$ cat config.mk
export PLATFORM = sky130hd
export DESIGN_NAME = trail_buffer_flat
export DESIGN_NICKNAME = d
export VERILOG_FILES = /design/src/rtl/trail_pkg.sv /design/src/rtl/trail_buffer_if.sv /design/src/rtl/trail_cmp.sv /design/src/rtl/trail_buffer.sv /design/src/flat_wrapper.sv
export SDC_FILE = /design/constraint.sdc
export NUM_CORES = 1
export LEC_CHECK = 0
export ABC_AREA = 1
export CAP_MARGIN = 20
export CORE_MARGIN = 2
export CORE_UTILIZATION = 40
export DETAILED_ROUTE_END_ITERATION = 10
export SLEW_MARGIN = 10
export SYNTH_ARGS = -nofsm -noshare
export SYNTH_HDL_FRONTEND = slang
export SYNTH_SLANG_ARGS = --single-unit
$ cat constraint.sdc
create_clock -name i_clk -period 3.46 [get_ports i_clk]
set_clock_uncertainty 0.05 [all_clocks]
set_input_delay 0.865 -clock i_clk [delete_from_list [all_inputs] [get_ports i_clk]]
set_output_delay 0.865 -clock i_clk [all_outputs]
set_load 0.01 [all_outputs]
$ cat src/rtl/trail_pkg.sv
// rtl/trail_pkg.sv - shared constants, state enum and length clamp for the trail buffer
// Contents:
//   DIR_*        move direction encoding on i_dir
//   state_t      trail FSM state (ST_IDLE / ST_RUN)
//   DEF_*        default start point and grid size
//   clamp_len    maps a requested length onto 1..depth
package trail_pkg;

    localparam logic [1:0] DIR_UP    = 2'd0;
    localparam logic [1:0] DIR_DOWN  = 2'd1;
    localparam logic [1:0] DIR_RIGHT = 2'd2;
    localparam logic [1:0] DIR_LEFT  = 2'd3;

    typedef enum logic {
        ST_IDLE = 1'b0,
        ST_RUN  = 1'b1
    } state_t;

    localparam int DEF_START_X = 16;
    localparam int DEF_START_Y = 12;
    localparam int DEF_GRID_W  = 32;
    localparam int DEF_GRID_H  = 24;

    function automatic logic [6:0] clamp_len(input logic [6:0] v, input int depth);
        if (v == 7'd0) begin
            return 7'd1;
        end
        if (int'(v) > depth) begin
            return 7'(depth);
        end
        return v;
    endfunction

endpackage

$ cat src/rtl/trail_buffer_if.sv
// rtl/trail_buffer_if.sv - control and trail-state bundle between a game controller and trail_buffer
// Signals:
//   i_clear, i_max_len      new-round pulse and length sampled with it
//   i_step, i_dir           one-cycle move strobe and its direction
//   o_trail_x/o_trail_y     flat slot arrays, slot i at [i*COORD_W +: COORD_W]
//   o_slot_valid, o_len     occupancy mask and count
//   o_head_x/o_head_y       current head
//   o_collide, o_blocked    one-cycle event pulses
// Modports: master drives the controls, slave is the buffer.
interface trail_buffer_if #(
    parameter int DEPTH   = 32,
    parameter int COORD_W = 5
);
    logic                       i_clear;
    logic                       i_step;
    logic [1:0]                 i_dir;
    logic [6:0]                 i_max_len;
    logic [DEPTH*COORD_W-1:0]   o_trail_x;
    logic [DEPTH*COORD_W-1:0]   o_trail_y;
    logic [DEPTH-1:0]           o_slot_valid;
    logic [COORD_W-1:0]         o_head_x;
    logic [COORD_W-1:0]         o_head_y;
    logic [6:0]                 o_len;
    logic                       o_collide;
    logic                       o_blocked;

    modport master (
        output i_clear, i_step, i_dir, i_max_len,
        input  o_trail_x, o_trail_y, o_slot_valid, o_head_x, o_head_y,
               o_len, o_collide, o_blocked
    );

    modport slave (
        input  i_clear, i_step, i_dir, i_max_len,
        output o_trail_x, o_trail_y, o_slot_valid, o_head_x, o_head_y,
               o_len, o_collide, o_blocked
    );
endinterface

$ cat src/rtl/trail_cmp.sv
// rtl/trail_cmp.sv - parallel head-versus-slot match, purely combinational
// Ports:
//   i_slot_x/i_slot_y  flat slot arrays
//   i_valid            per-slot occupancy
//   i_head_x/i_head_y  point to look for
//   o_hit              1 when any valid slot equals the point
module trail_cmp #(
    parameter int DEPTH   = 32,
    parameter int COORD_W = 5
) (
    input  logic [DEPTH*COORD_W-1:0] i_slot_x,
    input  logic [DEPTH*COORD_W-1:0] i_slot_y,
    input  logic [DEPTH-1:0]         i_valid,
    input  logic [COORD_W-1:0]       i_head_x,
    input  logic [COORD_W-1:0]       i_head_y,
    output logic                     o_hit
);
    logic [DEPTH-1:0] w_match;

    always_comb begin
        w_match = '0;
        for (int i = 0; i < DEPTH; i++) begin
            w_match[i] = i_valid[i]
                      && (i_slot_x[i*COORD_W +: COORD_W] == i_head_x)
                      && (i_slot_y[i*COORD_W +: COORD_W] == i_head_y);
        end
    end

    assign o_hit = |w_match;
endmodule

$ cat src/rtl/trail_buffer.sv
// rtl/trail_buffer.sv - ring buffer of recent head positions with edge blocking and self-collision detect
// Ports:
//   i_clk   clock, all state on its rising edge
//   i_rst   synchronous active-high reset (eff_len = DEPTH afterwards)
//   bus     trail_buffer_if slave: clear/step/dir/max_len in, trail state and pulses out
module trail_buffer
    import trail_pkg::*;
#(
    parameter int COORD_W = 5,
    parameter int DEPTH   = 32,
    parameter int GRID_W  = DEF_GRID_W,
    parameter int GRID_H  = DEF_GRID_H,
    parameter int START_X = DEF_START_X,
    parameter int START_Y = DEF_START_Y
) (
    input  logic           i_clk,
    input  logic           i_rst,
    trail_buffer_if.slave  bus
);
    localparam int                 PW    = $clog2(DEPTH);
    localparam logic [COORD_W-1:0] SX    = COORD_W'(START_X);
    localparam logic [COORD_W-1:0] SY    = COORD_W'(START_Y);
    localparam logic [COORD_W-1:0] X_MAX = COORD_W'(GRID_W - 1);
    localparam logic [COORD_W-1:0] Y_MAX = COORD_W'(GRID_H - 1);

    state_t               r_state;
    state_t               w_state_nxt;
    logic [COORD_W-1:0]   r_slot_x [DEPTH];
    logic [COORD_W-1:0]   r_slot_y [DEPTH];
    logic [DEPTH-1:0]     r_valid;
    logic [COORD_W-1:0]   r_head_x;
    logic [COORD_W-1:0]   r_head_y;
    logic [PW-1:0]        r_wr_ptr;
    logic [6:0]           r_len;
    logic [6:0]           r_eff_len;
    logic                 r_collide;
    logic                 r_blocked;

    logic                 w_in_grid;
    logic [COORD_W-1:0]   w_nxt_x;
    logic [COORD_W-1:0]   w_nxt_y;
    logic                 w_cmd;
    logic                 w_accept;
    logic                 w_refuse;
    logic [COORD_W-1:0]   w_wr_x;
    logic [COORD_W-1:0]   w_wr_y;
    logic [PW-1:0]        w_ptr_adv;
    logic [DEPTH*COORD_W-1:0] w_trail_x;
    logic [DEPTH*COORD_W-1:0] w_trail_y;
    logic [DEPTH*COORD_W-1:0] w_post_x;
    logic [DEPTH*COORD_W-1:0] w_post_y;
    logic [DEPTH-1:0]     w_post_valid;
    logic                 w_hit;

    // Candidate head and whether it stays on the grid.
    always_comb begin
        w_in_grid = 1'b1;
        w_nxt_x   = r_head_x;
        w_nxt_y   = r_head_y;
        case (bus.i_dir)
            DIR_UP:    begin w_in_grid = (r_head_y != '0);   w_nxt_y = r_head_y - 1'b1; end
            DIR_DOWN:  begin w_in_grid = (r_head_y != Y_MAX); w_nxt_y = r_head_y + 1'b1; end
            DIR_RIGHT: begin w_in_grid = (r_head_x != X_MAX); w_nxt_x = r_head_x + 1'b1; end
            DIR_LEFT:  begin w_in_grid = (r_head_x != '0);   w_nxt_x = r_head_x - 1'b1; end
        endcase
    end

    assign w_cmd    = bus.i_step && !i_rst && !bus.i_clear;
    assign w_accept = w_cmd && w_in_grid;
    assign w_refuse = w_cmd && !w_in_grid;

    // The first move of a round records the start point itself.
    assign w_wr_x    = (r_state == ST_IDLE) ? SX : r_head_x;
    assign w_wr_y    = (r_state == ST_IDLE) ? SY : r_head_y;
    // ">=" keeps the pointer inside the ring even for eff_len = 1.
    assign w_ptr_adv = (7'(r_wr_ptr) >= r_eff_len - 7'd1) ? '0 : r_wr_ptr + 1'b1;

    // Current contents, then the contents as they will be after this step's write.
    always_comb begin
        w_trail_x = '0;
        w_trail_y = '0;
        for (int i = 0; i < DEPTH; i++) begin
            w_trail_x[i*COORD_W +: COORD_W] = r_slot_x[i];
            w_trail_y[i*COORD_W +: COORD_W] = r_slot_y[i];
        end
        w_post_x     = w_trail_x;
        w_post_y     = w_trail_y;
        w_post_valid = r_valid;
        w_post_x[r_wr_ptr*COORD_W +: COORD_W] = w_wr_x;
        w_post_y[r_wr_ptr*COORD_W +: COORD_W] = w_wr_y;
        w_post_valid[r_wr_ptr]                = 1'b1;
    end

    trail_cmp #(
        .DEPTH   (DEPTH),
        .COORD_W (COORD_W)
    ) u_cmp (
        .i_slot_x (w_post_x),
        .i_slot_y (w_post_y),
        .i_valid  (w_post_valid),
        .i_head_x (w_nxt_x),
        .i_head_y (w_nxt_y),
        .o_hit    (w_hit)
    );

    always_comb begin
        w_state_nxt = r_state;
        if (bus.i_clear) begin
            w_state_nxt = ST_IDLE;
        end else if (w_accept) begin
            w_state_nxt = ST_RUN;
        end
    end

    always_ff @(posedge i_clk) begin
        if (i_rst) begin
            r_state   <= ST_IDLE;
            for (int i = 0; i < DEPTH; i++) begin
                r_slot_x[i] <= '1;
                r_slot_y[i] <= '1;
            end
            r_valid   <= '0;
            r_head_x  <= SX;
            r_head_y  <= SY;
            r_wr_ptr  <= '0;
            r_len     <= '0;
            r_eff_len <= 7'(DEPTH);
            r_collide <= 1'b0;
            r_blocked <= 1'b0;
        end else begin
            r_state   <= w_state_nxt;
            r_collide <= w_accept && w_hit;
            r_blocked <= w_refuse;
            if (bus.i_clear) begin
                for (int i = 0; i < DEPTH; i++) begin
                    r_slot_x[i] <= '1;
                    r_slot_y[i] <= '1;
                end
                r_valid   <= '0;
                r_head_x  <= SX;
                r_head_y  <= SY;
                r_wr_ptr  <= '0;
                r_len     <= '0;
                r_eff_len <= clamp_len(bus.i_max_len, DEPTH);
            end else if (w_accept) begin
                r_slot_x[r_wr_ptr] <= w_wr_x;
                r_slot_y[r_wr_ptr] <= w_wr_y;
                r_valid[r_wr_ptr]  <= 1'b1;
                r_head_x           <= w_nxt_x;
                r_head_y           <= w_nxt_y;
                r_wr_ptr           <= w_ptr_adv;
                if (r_len < r_eff_len) begin
                    r_len <= r_len + 7'd1;
                end
            end
        end
    end

    assign bus.o_trail_x    = w_trail_x;
    assign bus.o_trail_y    = w_trail_y;
    assign bus.o_slot_valid = r_valid;
    assign bus.o_head_x     = r_head_x;
    assign bus.o_head_y     = r_head_y;
    assign bus.o_len        = r_len;
    assign bus.o_collide    = r_collide;
    assign bus.o_blocked    = r_blocked;
endmodule

$ cat src/flat_wrapper.sv
// flat-port wrapper written by rule: the top's interface ports become plain ports
module trail_buffer_flat import trail_pkg::*;
#(
    parameter int COORD_W = 5,
    parameter int DEPTH   = 32,
    parameter int GRID_W  = DEF_GRID_W,
    parameter int GRID_H  = DEF_GRID_H,
    parameter int START_X = DEF_START_X,
    parameter int START_Y = DEF_START_Y
)
  (i_clk, i_rst, bus_i_clear, bus_i_step, bus_i_dir, bus_i_max_len, bus_o_trail_x, bus_o_trail_y, bus_o_slot_valid, bus_o_head_x, bus_o_head_y, bus_o_len, bus_o_collide, bus_o_blocked);
  trail_buffer_if #(.DEPTH(DEPTH), .COORD_W(COORD_W)) bus_i ();
  input  logic i_clk;
  input  logic i_rst;
  input wire logic [$bits(bus_i.i_clear)-1:0] bus_i_clear;
  input wire logic [$bits(bus_i.i_step)-1:0] bus_i_step;
  input wire logic [$bits(bus_i.i_dir)-1:0] bus_i_dir;
  input wire logic [$bits(bus_i.i_max_len)-1:0] bus_i_max_len;
  output wire logic [$bits(bus_i.o_trail_x)-1:0] bus_o_trail_x;
  output wire logic [$bits(bus_i.o_trail_y)-1:0] bus_o_trail_y;
  output wire logic [$bits(bus_i.o_slot_valid)-1:0] bus_o_slot_valid;
  output wire logic [$bits(bus_i.o_head_x)-1:0] bus_o_head_x;
  output wire logic [$bits(bus_i.o_head_y)-1:0] bus_o_head_y;
  output wire logic [$bits(bus_i.o_len)-1:0] bus_o_len;
  output wire logic [$bits(bus_i.o_collide)-1:0] bus_o_collide;
  output wire logic [$bits(bus_i.o_blocked)-1:0] bus_o_blocked;
  assign bus_i.i_clear = bus_i_clear;
  assign bus_i.i_step = bus_i_step;
  assign bus_i.i_dir = bus_i_dir;
  assign bus_i.i_max_len = bus_i_max_len;
  assign bus_o_trail_x = bus_i.o_trail_x;
  assign bus_o_trail_y = bus_i.o_trail_y;
  assign bus_o_slot_valid = bus_i.o_slot_valid;
  assign bus_o_head_x = bus_i.o_head_x;
  assign bus_o_head_y = bus_i.o_head_y;
  assign bus_o_len = bus_i.o_len;
  assign bus_o_collide = bus_i.o_collide;
  assign bus_o_blocked = bus_i.o_blocked;
  trail_buffer #(.COORD_W(COORD_W), .DEPTH(DEPTH), .GRID_W(GRID_W), .GRID_H(GRID_H), .START_X(START_X), .START_Y(START_Y)) u_core (.i_clk(i_clk), .i_rst(i_rst), .bus(bus_i));
endmodule
# Word-level counts from Yosys, hierarchy flattened
# Memories as Yosys holds them, arrays and structs flattened.
# Index checks and enable logic that the tools add are counted.
[totals]
ram_bits = 320
wordCells = 344
in_bits = 13
reg_bits = 64
mem_count = 2
[op_classes]
mux = 100
n_bitwise = 65
shifts = 3
n_mul = 1
magnitude_cmp = 5
n_reduce_logical = 82
n_eq_ne = 69
add_sub_neg = 8
[mem_list]
columns = ["memory", "depth", "width", "read_ports", "rd_ports_with_merged_regs", "wr", "line_no", "source"]
rows = [
  ["u_core.r_slot_x", 32, 5, 32, 0, 32, "trail_buffer.sv:28", "logic [COORD_W-1:0] r_slot_x [DEPTH];"],
  ["u_core.r_slot_y", 32, 5, 32, 0, 32, "trail_buffer.sv:29", "logic [COORD_W-1:0] r_slot_y [DEPTH];"],
]
[op_table]
columns = ["cell", "n"]
rows = [
  ["$mux 5", 71],
  ["$bwmux 160", 2],
  ["$eq 5x5->1", 64],
  ["$shiftx 5x34->160", 2],
  ["$shift 5x34->160 const A", 1],
  ["$logic_and 1x1->1", 70],
  ["$or 1x1->1", 64],
  ["$neg 8->34", 1],
  ["$or 32x32->32", 1],
  ["$reduce_or 32->1", 1],
  ["$mux 7", 4],
  ["$pmux 5 s2", 2],
  ["$mux 1", 19],
  ["$add 5x1->5 const B", 3],
  ["$ne 5x5->1 const B", 2],
  ["$reduce_bool 5->1", 2],
  ["$reduce_or 5->1", 2],
  ["$sub 5x1->5 const B", 2],
  ["$mul 5x3->8 const B", 1],
  ["$add 7x1->7 const B", 1],
  ["$ge 5x7->1", 1],
  ["$gt 7x6->1 const B", 1],
  ["$logic_not 7->1", 1],
  ["$lt 7x7->1", 1],
  ["11 further kinds", 14],
]

# Longest topological paths before layout
[depth]
word_depth = 10
mapped_depth = 24
ltp_nobuf = 22

# By module
# A second synthesis with hierarchy kept.
[unflattened]
cells_unflattened = 3358
area_unflattened_um2 = 24941.4
[by_module_without_submodules]
columns = ["mod", "seq_area_each_um2", "area_per_inst_um2", "cells_per_inst", "n_inst"]
rows = [
  ["trail_buffer", 10890.4, 19359.8, 2155, 1],
  ["trail_cmp", 0.0, 5581.6, 1203, 1],
]

# Worst setup path after synthesis
# No wires, ideal clock.
[synth_timing]
kind = "input to register"
startpoint = "in bus_i_dir[1]"
endpoint = "reg u_core.r_collide, in the netlist u_core.bus.o_collide"
slack_ps = -11
arrival_ps = 3302
stages = 21
setup_time_ps = 119
path_buffers = 2
required_ps = 3291
cell_sequence = "buf_2 -> inv_1 -> nand2_1 -> inv_1 -> fa_1 -> nand3b_1 -> nand2_1 -> nand2_1 -> nand3_1 -> nand2_1 -> nand2_1 -> clkbuf_1 -> nand3_1 -> nand3_1 -> nor2_1 -> nand2_1 -> nand2_1 -> nor2_1 -> nand2_1 -> nor2_1 -> a21oi_1"
[synth_between]
elab_chain_len = 7
[synth_rtl]
columns = ["element", "line_no", "source"]
rows = [
  ["start: declaration", "flat_wrapper.sv:17", "input wire logic [$bits(bus_i.i_dir)-1:0] bus_i_dir;"],
  ["$eq 2x2->1", "trail_buffer.sv:60", "case (bus.i_dir)"],
  ["$pmux 5 s2", "trail_buffer.sv:60", ""],
  ["$eq 5x5->1", "trail_cmp.sv:24", "&& (i_slot_x[i*COORD_W +: COORD_W] == i_head_x)"],
  ["$logic_and 1x1->1", "trail_cmp.sv:24", ""],
  ["$logic_and 1x1->1", "trail_cmp.sv:25", "&& (i_slot_y[i*COORD_W +: COORD_W] == i_head_y);"],
  ["$reduce_or 32->1", "trail_cmp.sv:29", "assign o_hit = |w_match;"],
  ["$logic_and 1x1->1 *", "trail_buffer.sv:132", "r_collide <= w_accept && w_hit;"],
  ["end signal: assignment", "trail_buffer.sv:132", ""],
  ["end: declaration", "trail_buffer.sv:36", "logic r_collide;"],
]
# Mark *: on every way between the ends. The rest lies on a longest branch, timed or not.
# A chain may end at the register's enable or synchronous reset.

# Worst setup path after layout
[layout_timing]
startpoint = "reg u_core.r_wr_ptr[0]"
endpoint = "reg u_core.r_collide, in the netlist u_core.bus.o_collide"
[layout_between]
elab_chain_len = 9
[layout_rtl]
columns = ["element", "line_no", "source"]
rows = [
  ["start: declaration", "trail_buffer.sv:33", "logic [PW-1:0] r_wr_ptr;"],
  ["start signal: assignment", "trail_buffer.sv:151", "r_wr_ptr <= w_ptr_adv;"],
  ["$mul 5x3->8 (tied with other cells)", "trail_buffer.sv:89, trail_buffer.sv:90", ""],
  ["$neg 8->34 or $logic_and 1x1->1 (tied branches)", "trail_buffer.sv:89, trail_buffer.sv:90, trail_buffer.sv:91", ""],
  ["$shiftx 5x34->160 (tied with other cells)", "trail_buffer.sv:89", "w_post_x[r_wr_ptr*COORD_W +: COORD_W] = w_wr_x;"],
  ["$bwmux 160 or $demux 1 s5 (tied branches)", "n/a", ""],
  ["$eq 5x5->1 or $or 32x32->32 (tied branches)", "n/a", ""],
  ["$logic_and 1x1->1", "trail_cmp.sv:24", ""],
  ["$logic_and 1x1->1", "trail_cmp.sv:25", ""],
  ["$reduce_or 32->1 *", "trail_cmp.sv:29", ""],
  ["$logic_and 1x1->1 *", "trail_buffer.sv:132", ""],
]
# Marked as above.

==> flow_summary_export.csv <==
group,metric,value,unit
global_route,grt_pass1_wl,184000,um
final_layout,final_nets,4581,
worst_setup_path,cp-endpoint,"u_core.bus.o_collide",
global_route,grt_max_degree,54,
worst_setup_path,crit_slowest_cell,"buf_4",
sta,fmax,301,MHz
placed_design,place_inst,5358,
final_layout,drive_gt1_share,11.6,%
global_route,grt.total_usage,36.9,%
synthesis,yosysWarnings,0,
detailed_routing,vias,30100,
synthesis,syn_area,0.0264,mm2
sta,timing.setup.tns,0,ns
worst_setup_path,worstReg2RegStart,"u_core.r_wr_ptr[0]",
global_route,antenna_found_initial,1,
synthesis,syn_inst,3982,
detailed_routing,wl,129000,um
detailed_routing,firstDrtPassIters,7,
final_layout,seqCellArea,0.0109,mm2
worst_setup_path,rrSetupSlack,0.14,ns
synthesis,synth_most_common_cell,"nand2_1",
sta,period_share,95.9,%
clocking,clk_pin_slew,0.07,ns
sta,rsz0062_at_grt,"false",
sta,drv_slew,0,
clocking,holdBufCountCts,0,
die,dieWidth,261,um
global_route,grt_pass1_vias,28000,
sta,hold_viol_final,0,
synthesis,syn_nets,4023,
detailed_routing,highest_layer,"met5",
synthesis,synthTopCellsByCount,"1798 x nand2_1, 548 x nand3_1, 328 x inv_1",
die,die_h,261,um
worst_setup_path,r2r_end,"u_core.bus.o_collide",
die,die_area,0.0681,mm2
clocking,clk_latency,0.60,ns
synthesis,seq_area_frac_synth,41.2,%
clocking,root_buffer,"clkbuf_16",
detailed_routing,drtIter0Drc,3726,
final_layout,synthToLayoutAreaGrowth,33.9,%
global_route,overflow,0,
pwr,p_total,11000,uW
die,pin_count,384,
detailed_routing,antenna_left,0,
final_layout,nFillCells,6590,
synthesis,syn_avg_cell_area,6.64,um2
final_layout,diodes,0,
worst_setup_path,rr_worst_depth,20,
worst_setup_path,cp-startpoint,"u_core.r_wr_ptr[0]",
final_layout,fin_util,53.9,%
synthesis,ys_types,44,
die,core_area,0.0656,mm2
synthesis,ys_ff_latch,384,
sta,post-route-min-period,3.32,ns
worst_setup_path,endpoint_kind,"register",
detailed_routing,avgRoutedWirePerCell,23.7,um
sta,finalSetupViolCount,0,
worst_setup_path,critPathArrivalTime,3.79,ns
synthesis,yosysTopAreaCellShare,36.4,%
pwr,power_density,312,mW/mm2
die,num_rows,94,
clocking,cts_made_buffers,42,
clocking,htree_num_levels,2,
detailed_routing,drc,0,
worst_setup_path,cpPeakStageDelay,0.42,ns
synthesis,yosysTopAreaCell,"edfxtp_1",
worst_setup_path,cpMostUsedCell,"nand2_1",
detailed_routing,met3_length,12200,um
clocking,clockBufferDepth,3,
flow_run,maxCapViolations,0,
clocking,cts_tree,"done",
synthesis,dominantRegCellSynth,"edfxtp_1",
synthesis,yosys-top-cells-area,"edfxtp_1 36%, nand2_1 26%, nand3_1 10%",
pwr,ir_drop,0.000337,V
final_layout,final_cells,5437,
synthesis,synth-edff-count,320,
worst_setup_path,path_cells,"inv_2 > buf_4 > nand3_2 > nand2_2 > buf_4 > nand2_4 > nor2_1 > buf_4 > nand2_1 > nand2_1 > nand2_1 > nand2_1 > nand3_1 > nor2_1 > nand2_1 > nand2_1 > nor2_1 > nand2_1 > nor2_1 > a21oi_1",
status,status,"finished, final reports clean",
pwr,p_leak,0.0160,uW
worst_setup_path,start_kind,"register",
sta,slew-limit-headroom,39.2,%
worst_setup_path,worst_ep_required_time,3.93,ns
detailed_routing,wl_met2,59300,um
placed_design,dp_hpwl,95400,um
synthesis,async_reset_ff_share,0,%
clocking,numClockSinks,384,
placed_design,port_buffers,383,
worst_setup_path,critical_path_class,"reg -> reg",
placed_design,place.gp.congestion,1.02,
worst_setup_path,crit_fanout,25,
detailed_routing,via_per_inst,5.53,
final_layout,multiInputGateArea,0.0134,mm2
sta,tightest_slew,0.912,ns
hold_path,hold_class,"reg -> reg",
die,start_util,40.3,%
detailed_routing,met1_length,48000,um
metrics by stage:
| step | worst slack [ns] | hold slack, ns | area (um2) |
|---|---|---|---|
| after floorplan | 0.0246 | 0.408 | 26400 |
| after global placement | -0.675 | 0.428 | 33800 |
| after detailed placement | -0.700 | 0.433 | 33800 |
| after CTS | 0.0143 | 0.443 | 35200 |
| after global routing | 0.00868 | 0.462 | 35400 |
| final | 0.141 | 0.441 | 35400 |
worst max-delay path, delay by kind of cell, from the launching register on:
family,cells,cell delay [ns]
compound gates,1,0.12
simple gates,15,1.78
buf+inv,4,0.99
flops,1,0.32
how the worst min path moves through the flow:
stage,end,startpoint,cells after the start
after floorplan,u_core.r_eff_len[6],u_core.r_eff_len[6],2
after global placement,u_core.bus.o_slot_valid[5],u_core.bus.o_slot_valid[5],2
after detailed placement,u_core.bus.o_slot_valid[24],u_core.bus.o_slot_valid[24],2
after CTS,u_core.bus.o_slot_valid[5],u_core.bus.o_slot_valid[5],2
after global routing,u_core.bus.o_slot_valid[19],u_core.bus.o_slot_valid[19],2
final,u_core.bus.o_slot_valid[5],u_core.bus.o_slot_valid[5],2
flip-flops by register name, summed over array words and instances, names as in the netlist:
register	cells
u_core.bus.o_blocked	1
u_core.bus.o_len	7
u_core.r_slot_y	160
u_core.r_wr_ptr	5
u_core.r_slot_x	160
u_core.bus.o_head_y	5
u_core.bus.o_collide	1
u_core.bus.o_slot_valid	32
u_core.bus.o_head_x	5
u_core.r_eff_len	7
u_core.r_state	1
kinds of logic after synthesis:
group | Yosys count | share of synthesized area (%)
buffers and inverters | 576 | 8.84
flip-flops | 384 | 41.2
AND/OR/NAND/NOR | 2737 | 42.8
XOR/XNOR | 34 | 1.13
AO/OA/AOI/OAI | 223 | 4.63
adder cells (fa/ha/maj) | 28 | 1.38
cells in the final DEF (no fill, tap or decap), types with 5 or more instances in the layout:
cell type        instances
inv_1                  321
o21ai_1                 23
o21ai_0                 77
o211ai_1                28
nand2_4                  6
dfxtp_1                 62
clkinv_1                 9
inv_2                   21
xor2_1                  27
nand3_1                546
clkinv_2                 5
nand2_2                 26
nand2_1               1781
nor2_2                  10
buf_12                  59
nand4_1                 35
buf_4                  300
clkdlybuf4s50_1        381
nor2_1                 263
ha_1                    25
clkinvlp_4               5
nor2_4                  12
clkbuf_16               43
edfxtp_1               320
a21oi_1                 75
nand3_2                  7
clkbuf_1                 5
nor3_1                  39
routing by layer:
metal	up-vias	GRT usage, %
li1	13900	-
met1	14000	45.0
met2	1735	60.8
met3	473	6.90
met4	2	22.1
met5	-	0
power breakdown:
group	leakage [uW]	internal, uW	switching (uW)	total (uW)
combinational	0.0124	524	866	1390
clock	0.000664	2620	2000	4620
sequential	0.00288	4990	16.2	5010
what timing repair did:
item,in CTS,in global routing
endpoints found under the setup margin,1,1
setup buffers,0,2
gates resized for setup,2,41
pin swaps,0,1
layout make-up:
cell class              instances  area share [%]
repair buffers                745            20.6
flip-flops and latches        384            30.8
well taps                     864            3.06
inverters                     345            3.67
multi-input cells            3022            37.9
clock buffers                  49            3.13
clock inverters                28           0.785
Note: power is estimated with default switching activity, not from simulation.
